<file path="config.mk">
export PLATFORM = sky130hd
export DESIGN_NAME = border_zone_averager
export DESIGN_NICKNAME = d
export VERILOG_FILES = /design/src/rtl/border_zone_averager.sv
export SDC_FILE = /design/constraint.sdc
export NUM_CORES = 2
export LEC_CHECK = 0
export ABC_AREA = 1
export CORE_MARGIN = 2
export CORE_UTILIZATION = 35
export DETAILED_ROUTE_END_ITERATION = 10
export SLEW_MARGIN = 20
export SYNTH_ARGS = -nofsm -noshare
export SYNTH_HDL_FRONTEND = slang
export SYNTH_SLANG_ARGS = --single-unit
export TNS_END_PERCENT = 30
</file>
<file path="constraint.sdc">
create_clock -name clk -period 2.6 [get_ports clk]
set_input_delay 0.26 -clock clk [delete_from_list [all_inputs] [get_ports clk]]
set_output_delay 0.26 -clock clk [all_outputs]
set_load 0.03 [all_outputs]
</file>
<file path="src/rtl/border_zone_averager.sv">
// Border-strip zone averager: accumulates R/G/B per zone of the top or bottom strip over a frame,
// snapshots the sums at the frame edge and streams per-zone averages over valid/ready.
module border_zone_averager #(
  parameter int PIX_W       = 8,
  parameter int H_ACTIVE    = 1920,
  parameter int V_ACTIVE    = 1080,
  parameter int ZONE_W      = 128,
  parameter int BORDER_ROWS = 64,
  parameter int VS_POL      = 1,
  localparam int NZONES     = H_ACTIVE / ZONE_W,
  localparam int ZI_W       = (NZONES > 1) ? $clog2(NZONES) : 1
) (
  input  logic             clk,
  input  logic             rst_n,
  input  logic [PIX_W-1:0] red,
  input  logic [PIX_W-1:0] green,
  input  logic [PIX_W-1:0] blue,
  input  logic             de,
  input  logic             vsync,
  input  logic             edge_sel,
  output logic             out_valid,
  input  logic             out_ready,
  output logic [ZI_W-1:0]  out_zone,
  output logic             out_last,
  output logic [PIX_W-1:0] avg_red,
  output logic [PIX_W-1:0] avg_green,
  output logic [PIX_W-1:0] avg_blue,
  output logic             frame_drop
);
  localparam int SH    = $clog2(ZONE_W * BORDER_ROWS);
  localparam int ACC_W = PIX_W + SH;
  localparam int COL_W = $clog2(H_ACTIVE + 1);
  localparam int ROW_W = $clog2(V_ACTIVE + 1);
  localparam logic [COL_W-1:0] COL_MAX  = COL_W'(H_ACTIVE);
  localparam logic [COL_W-1:0] COL_LIM  = COL_W'(NZONES * ZONE_W);
  localparam logic [COL_W-1:0] ZW_C     = COL_W'(ZONE_W);
  localparam logic [ROW_W-1:0] ROW_MAX  = ROW_W'(V_ACTIVE);
  localparam logic [ROW_W-1:0] ROW_BOT  = ROW_W'(V_ACTIVE - BORDER_ROWS);
  localparam logic [ROW_W-1:0] ROW_TOP  = ROW_W'(BORDER_ROWS);
  localparam logic [ZI_W-1:0]  LAST_IDX = ZI_W'(NZONES - 1);
  localparam logic             VS_ACT   = (VS_POL != 0);

  // Handshake: a beat transfers on a cycle where out_valid & out_ready; while out_valid is high
  // and out_ready low, zone index and averages hold, and out_valid only drops after a transfer.
  typedef enum logic {IDLE = 1'b0, SEND = 1'b1} state_t;

  state_t             state_q, state_d;
  logic               vs_q, de_q, es_q, es_d, drop_q, drop_d;
  logic [COL_W-1:0]   col_q, col_d, zone_sel;
  logic [ROW_W-1:0]   row_q, row_d;
  logic [ZI_W-1:0]    rd_idx_q, rd_idx_d;
  logic [ACC_W-1:0]   acc_q [NZONES][3];
  logic [ACC_W-1:0]   acc_d [NZONES][3];
  logic [ACC_W-1:0]   sh_q  [NZONES][3];
  logic [ACC_W-1:0]   sh_d  [NZONES][3];
  logic               frame_edge, de_fall, in_strip, pix_hit, xfer;

  always_comb begin
    frame_edge = (vsync == VS_ACT) && (vs_q != VS_ACT);
    de_fall    = de_q && !de;
    in_strip   = es_q ? (row_q >= ROW_BOT && row_q < ROW_MAX) : (row_q < ROW_TOP);
    zone_sel   = col_q / ZW_C;
    pix_hit    = de && in_strip && (col_q < COL_LIM);
    xfer       = (state_q == SEND) && out_ready;

    col_d = col_q;
    if (de_fall) col_d = '0;
    else if (de && col_q != COL_MAX) col_d = col_q + COL_W'(1);

    row_d = row_q;
    if (frame_edge) row_d = '0;
    else if (de_fall && row_q != ROW_MAX) row_d = row_q + ROW_W'(1);

    es_d = frame_edge ? edge_sel : es_q;

    // A pixel landing on the frame-edge cycle belongs to neither frame and is dropped.
    acc_d = acc_q;
    for (int z = 0; z < NZONES; z++) begin
      if (frame_edge) begin
        for (int c = 0; c < 3; c++) acc_d[z][c] = '0;
      end else if (pix_hit && zone_sel == COL_W'(z)) begin
        acc_d[z][0] = acc_q[z][0] + ACC_W'(red);
        acc_d[z][1] = acc_q[z][1] + ACC_W'(green);
        acc_d[z][2] = acc_q[z][2] + ACC_W'(blue);
      end
    end

    state_d  = state_q;
    rd_idx_d = rd_idx_q;
    sh_d     = sh_q;
    drop_d   = 1'b0;
    if (state_q == IDLE) begin
      if (frame_edge) begin
        sh_d    = acc_q;
        state_d = SEND;
      end
    end else begin
      drop_d = frame_edge;
      if (xfer) begin
        if (rd_idx_q == LAST_IDX) begin
          state_d  = IDLE;
          rd_idx_d = '0;
        end else begin
          rd_idx_d = rd_idx_q + ZI_W'(1);
        end
      end
    end
  end

  always_ff @(posedge clk or negedge rst_n) begin
    if (!rst_n) begin
      state_q  <= IDLE;
      vs_q     <= 1'b0;
      de_q     <= 1'b0;
      es_q     <= 1'b0;
      drop_q   <= 1'b0;
      col_q    <= '0;
      row_q    <= '0;
      rd_idx_q <= '0;
      for (int z = 0; z < NZONES; z++) begin
        for (int c = 0; c < 3; c++) begin
          acc_q[z][c] <= '0;
          sh_q[z][c]  <= '0;
        end
      end
    end else begin
      state_q  <= state_d;
      vs_q     <= vsync;
      de_q     <= de;
      es_q     <= es_d;
      drop_q   <= drop_d;
      col_q    <= col_d;
      row_q    <= row_d;
      rd_idx_q <= rd_idx_d;
      acc_q    <= acc_d;
      sh_q     <= sh_d;
    end
  end

  // Truncating mean: the zone area is a power of two, so the divide is a slice.
  always_comb begin
    out_valid  = (state_q == SEND);
    out_zone   = out_valid ? rd_idx_q : '0;
    out_last   = out_valid && (rd_idx_q == LAST_IDX);
    avg_red    = out_valid ? sh_q[rd_idx_q][0][ACC_W-1:SH] : '0;
    avg_green  = out_valid ? sh_q[rd_idx_q][1][ACC_W-1:SH] : '0;
    avg_blue   = out_valid ? sh_q[rd_idx_q][2][ACC_W-1:SH] : '0;
    frame_drop = drop_q;
  end

endmodule

</file>
# After elaboration in Yosys (flattened, before gate mapping)
# Cells that the tools add are included.
totals:
  register_bits: 1921
  inputBits: 30
  output_inout_bits: 31
  wordCells: 264
op_classes:
  n_addsub: 48
  order_cmp: 5
  n_eq_ne: 17
  muxes: 48
  n_bitwise: 3
  n_reduce_logical: 45
op_table:
  columns: ["cell", "count"]
  rows:
  - ["2-to-1 mux 63 bit", 32]
  - ["adder 21 x 8 -> 21 bit", 45]
  - ["binary-select mux 63 bit (select 4 bit)", 1]
  - ["2-to-1 mux 11 bit", 4]
  - ["nonzero test 2 bit", 17]
  - ["== test 4 bit (second input constant)", 8]
  - ["logical AND 1 bit", 24]
  - ["2-to-1 mux 8 bit", 3]
  - ["adder 11 x 1 -> 11 bit (second input constant)", 2]
  - ["less-than comparator 11 bit (second input constant)", 2]
  - ["!= test 11 bit (second input constant)", 2]
  - ["== test 4 x 3 -> 1 bit (second input constant)", 4]
  - ["greater-or-equal comparator 11 x 10 -> 1 bit (second input constant)", 1]
  - ["zero test 11 bit", 1]
  - ["less-than comparator 11 x 7 -> 1 bit (second input constant)", 1]
  - ["== test 4 x 2 -> 1 bit (second input constant)", 2]
  - ["2-to-1 mux 4 bit", 2]
  - ["2-to-1 mux 1 bit", 6]
  - ["greater-or-equal comparator 5 bit (second input constant)", 1]
  - ["inverter 4 -> 5 bit", 1]
  - ["adder 4 x 1 -> 4 bit (second input constant)", 1]
  - ["== test 4 x 1 -> 1 bit (second input constant)", 1]
  - ["AND reduction 2 bit", 2]
  - ["inverter 1 bit", 2]
  - ["zero test 1 bit", 1]

# Depth between registers and ports, before layout
depth:
  word_depth: 8
  mapped_depth: 14
  mapped_depth_nobuf: 14

# Worst setup path before layout
# OpenSTA, ideal clock, no wires.
synth_timing:
  path_type: "flip-flop to output port"
  from: "reg rd_idx_q[0]"
  to: "out avg_blue[0]"
  t_arrival_ns: 2.084
  required_time_ns: 2.340
  path_slack_ns: 0.256
  path_stages_with_launch: 10
  path_buffers: 2
  cell_sequence: "dfrtp_1 clkbuf_1 nor2_1 inv_1 nor2_1 inv_1 clkbuf_1 o21ai_0 a21oi_1 a21oi_1"
synth_via:
  elab_chain_cells: 5
synth_rtl:
  columns: ["element", "line", "rtl"]
  rows:
  - ["start: declaration", "51", "logic [ZI_W-1:0] rd_idx_q, rd_idx_d;"]
  - ["start signal: assignment", "134", "rd_idx_q <= rd_idx_d;"]
  - ["inverter 4 -> 5 bit (not written as such)", "147", "avg_blue = out_valid ? sh_q[rd_idx_q][2][ACC_W-1:SH] : '0;"]
  - ["binary-select mux 63 bit (select 4 bit)", "147", null]
  - ["2-to-1 mux 63 bit (not written as such) (2 in a row)", "147", null]
  - ["2-to-1 mux 8 bit", "147", null]
  - ["end: declaration", "27", "output logic [PIX_W-1:0] avg_blue,"]
# Every way passes these cells. The select of a mux whose other input is x is not followed.

# Worst setup path after layout
layout_timing:
  from: "reg rd_idx_q[0]"
  to: "out avg_green[0]"
layout_via:
  elab_chain_cells: 5
layout_rtl:
  columns: ["element", "line", "rtl"]
  rows:
  - ["inverter 4 -> 5 bit (not written as such)", "146", "avg_green = out_valid ? sh_q[rd_idx_q][1][ACC_W-1:SH] : '0;"]
  - ["binary-select mux 63 bit (select 4 bit)", "146", null]
  - ["2-to-1 mux 63 bit (2 in a row)", null, null]
  - ["2-to-1 mux 8 bit", "146", null]
  - ["end: declaration", "26", "output logic [PIX_W-1:0] avg_green,"]
# Every way passes these cells. The select of a mux whose other input is x is not followed.

==> flow_metrics.py <==
metrics = {
    "outcome": {
        "outcome": "finished with violations",
        "violations": "setup timing",
    },
    "sta": {
        "maxSlewViolCount": 0,
        "min_period_over_period": 1.26,
        "max_freq_mhz": 306,
        "finalSetupViolCount": 25,
        "finalHoldViolCount": 0,
        "worst_clock_skew_ps": 49.1,
        "fin_ws_ps": -670,
        "period_minus_slack_ps": 3270,
        "rsz0062_at_grt": "true",
        "worstMarginPinSlew_ps": 912,
        "setup_tns_ps": -14800,
        "slew_headroom": 0.391,
    },
    "min_path": {
        "min_path_type": "in -> reg",
    },
    "setup_path": {
        "path_class": "reg -> out",
        "r2r_setup_slack_ps": 230,
        "critPathRequiredTime_ps": 2340,
        "critPathArrivalTime_ps": 3010,
        "worstSetupStartpointType": "flop",
        "worst-path-max-fanout": 22,
        "cp-end-kind": "output port",
    },
    "placement": {
        "postPlaceCellArea_mm2": 0.101,
        "portBuffers": 60,
        "gp_congestion": 1.06,
        "dp_hpwl_mm": 248,
    },
    "pwr": {
        "clkPwrFrac": 0.344,
        "seqPwrFrac": 0.339,
        "p_int_mw": 47.4,
        "p_comb_frac": 0.317,
        "finalPower_mw": 73.9,
        "p_leak_nw": 55.2,
        "p_switching_mw": 26.4,
        "powerDensity_mw_per_mm2": 686,
        "p_sw_frac": 0.358,
        "ir_drop_v": 0.000604,
    },
    "clock_tree": {
        "cts_num_sinks": 1336,
        "clkLatencyLatePin_ps": 860,
        "cts.htree.levels": 4,
        "clk_pin_slew_ps": 60,
        "cts_root_buf": "clkbuf_16",
        "cts_tree": "done",
        "cts_buffers": 163,
        "clock_path_buffers": 3,
    },
    "global_route": {
        "first_global_vias": 83100,
        "grtUsageMet2": 0.382,
        "gr-max-usage-layer": "met2",
        "grt_overflow": 0,
        "met1_usage": 0.339,
        "use_met3": 0.0343,
        "antenna_found_initial": 27,
        "grt_max_degree": 112,
        "grtUsageTotal": 0.245,
        "grt_pass1_wl_mm": 502,
    },
    "logic_synthesis": {
        "async_flop_share": 1.00,
        "synth_top_area_share": 0.365,
        "avgSynthCellArea_um2": 6.70,
        "synthTopCellsByArea": "dfrtp_1 37%, nand2_1 21%, inv_1 7.3%",
        "post-synth-top-count-cell": "nand2_1",
        "synth_edf_count": 0,
        "syn-num-nets": 14100,
        "ys.flop_type": "dfrtp_1",
        "synthTopCellsByCount": "5,187 x nand2_1, 1,776 x inv_1, 1,336 x dfrtp_1",
        "ys_types": 46,
        "synth_area_mm2": 0.0915,
        "synth-seq-cells": 1336,
        "yosysTopAreaCell": "dfrtp_1",
        "synth_cells": 13700,
        "seq_area_frac_synth": 0.365,
        "ys.warnings.count": 0,
    },
    "floorplan": {
        "initial_core_util": 0.352,
        "placeableCoreArea_mm2": 0.260,
        "die_x_um": 515,
        "die_y_um": 515,
        "rows": 187,
        "ioPinCount": 61,
        "dieArea_mm2": 0.265,
    },
    "routing": {
        "wl_per_cell_um": 18.6,
        "drc": 0,
        "viasPerCell": 5.06,
        "drt-initial-drc-count": 8259,
        "wl_mm": 328,
        "ant_nets": 0,
        "firstDrtPassIters": 8,
        "vias": 89000,
    },
    "layout": {
        "drive_gt1_frac": 0.0807,
        "fin_nets": 14500,
        "area_growth_pct": 17.7,
        "stdcell_area_mm2": 0.108,
        "fin_util": 0.415,
    },
    "flow_run": {
        "maxCapViolations": 0,
    },
}
## registers in the layout, indices dropped and copies added (netlist names)
name and cells:
frame_drop 1, es_q 1, de_q 1, row_q 11, vs_q 1, sh_q 360
rd_idx_q 4, col_q 11, out_valid 1, acc_q 945
## per-layer routing
metal,vias to the layer above,part of all wire
li1,44300,-
met1,41700,0.45
met2,2435,0.44
met3,559,0.066
met4,6,0.047
met5,-,0.000079
## area by class of cell
| type | count | area (µm²) |
|---|---|---|
| Fill cell | 27000 | 152000 |
| Multi-Input combinational cell | 10200 | 50500 |
| Sequential cell | 1336 | 33400 |
| Inverter | 1795 | 6770 |
| Timing Repair Buffer | 603 | 6740 |
| Clock buffer | 226 | 4660 |
| Tap cell | 3402 | 4260 |
| Clock inverter | 77 | 1260 |
| Antenna cell | 7 | 17.5 |
## stage by stage
step           worst slack [ps]  hold WS (ps)  std cells
2_1_floorplan               256         -35.6      13700
3_3_place_gp               -285           192      17300
3_5_place_dp               -240           191      17300
5_1_grt                    -722          48.5      17600
4_1_cts                    -668          13.0      17600
6_report                   -670          40.7      17600
## worst max-delay path: stages, from the launching register on
cell       delay (ps)
dfrtp_4           570
buf_8             190
buf_8             170
nand2_1            80
o211ai_1          260
o2111ai_1         210
nand3_1           180
a21oi_2           180
buf_6             180
buf_12            130
## layout by cell type, fill, tap and decap left out, types with 21 or more instances in the layout
cell type,synthesis,final
o21ai_0,644,609
a21oi_2,0,29
mux2_2,47,47
nor3_1,30,27
o2111ai_1,29,21
nor2_1,1035,1029
xor2_1,77,77
inv_1,1776,1770
o21a_1,143,143
dfrtp_1,1336,1334
o211ai_1,52,52
fa_1,45,45
buf_2,141,23
buf_12,0,157
xnor2_1,182,182
buf_4,1,373
nand3b_1,136,136
clkbuf_1,202,31
a21oi_4,0,24
a21oi_1,288,235
nand2_1,5187,5183
nand4_1,412,412
bufinv_16,0,26
clkbuf_16,0,165
o21bai_1,32,32
or2_2,64,64
nand3_1,1063,1048
o21ai_1,137,161
o22ai_1,32,32
and2_1,72,72
buf_6,2,27
clkbuf_8,0,30
ha_1,364,364
## power groups by stage
stage | Combinational (mW) | Sequential, mW | Clock (mW)
after floorplan | 9.12 | 24.4 | 0
after global placement | 20.8 | 25.3 | 0
after detailed placement | 20.9 | 25.3 | 0
after CTS | 22.6 | 25.0 | 25.8
after global routing | 24.4 | 25.2 | 26.7
final | 23.4 | 25.1 | 25.4
## logic make-up after synthesis
group,after synthesis,share of synthesized area
mux,47,0.00579
compound gates,1399,0.0858
xor+xnor,259,0.0248
simple gates,8043,0.368
fa+ha+maj,409,0.0596
buf+inv,2158,0.0907
flops,1336,0.365
## path summary, 6_finish.rpt
path	startpoint	end	cells past startpoint
max	rd_idx_q[0]$_DFFE_PN0P_	avg_green[0]	9
min	green[7]	acc_q[910]$_DFFE_PN0P_	4
max reg2reg	col_q[9]$_DFFE_PN0P_	acc_q[87]$_DFFE_PN0P_	13
min reg2reg	acc_q[315]$_DFFE_PN0P_	acc_q[315]$_DFFE_PN0P_	2
max in group asynchronous	rst_n	acc_q[300]$_DFFE_PN0P_	4
min in group asynchronous	rst_n	acc_q[907]$_DFFE_PN0P_	3
## what timing repair did
action	CTS	global route
cloned	5	0
pin swaps	53	39
hold buffers	5	0
setup endpoints to repair	28	34
buffers inserted	10	1
gates resized for setup	172	64
endpoints found under the hold margin	1047	0
Note: power is estimated with default switching activity, not from simulation.
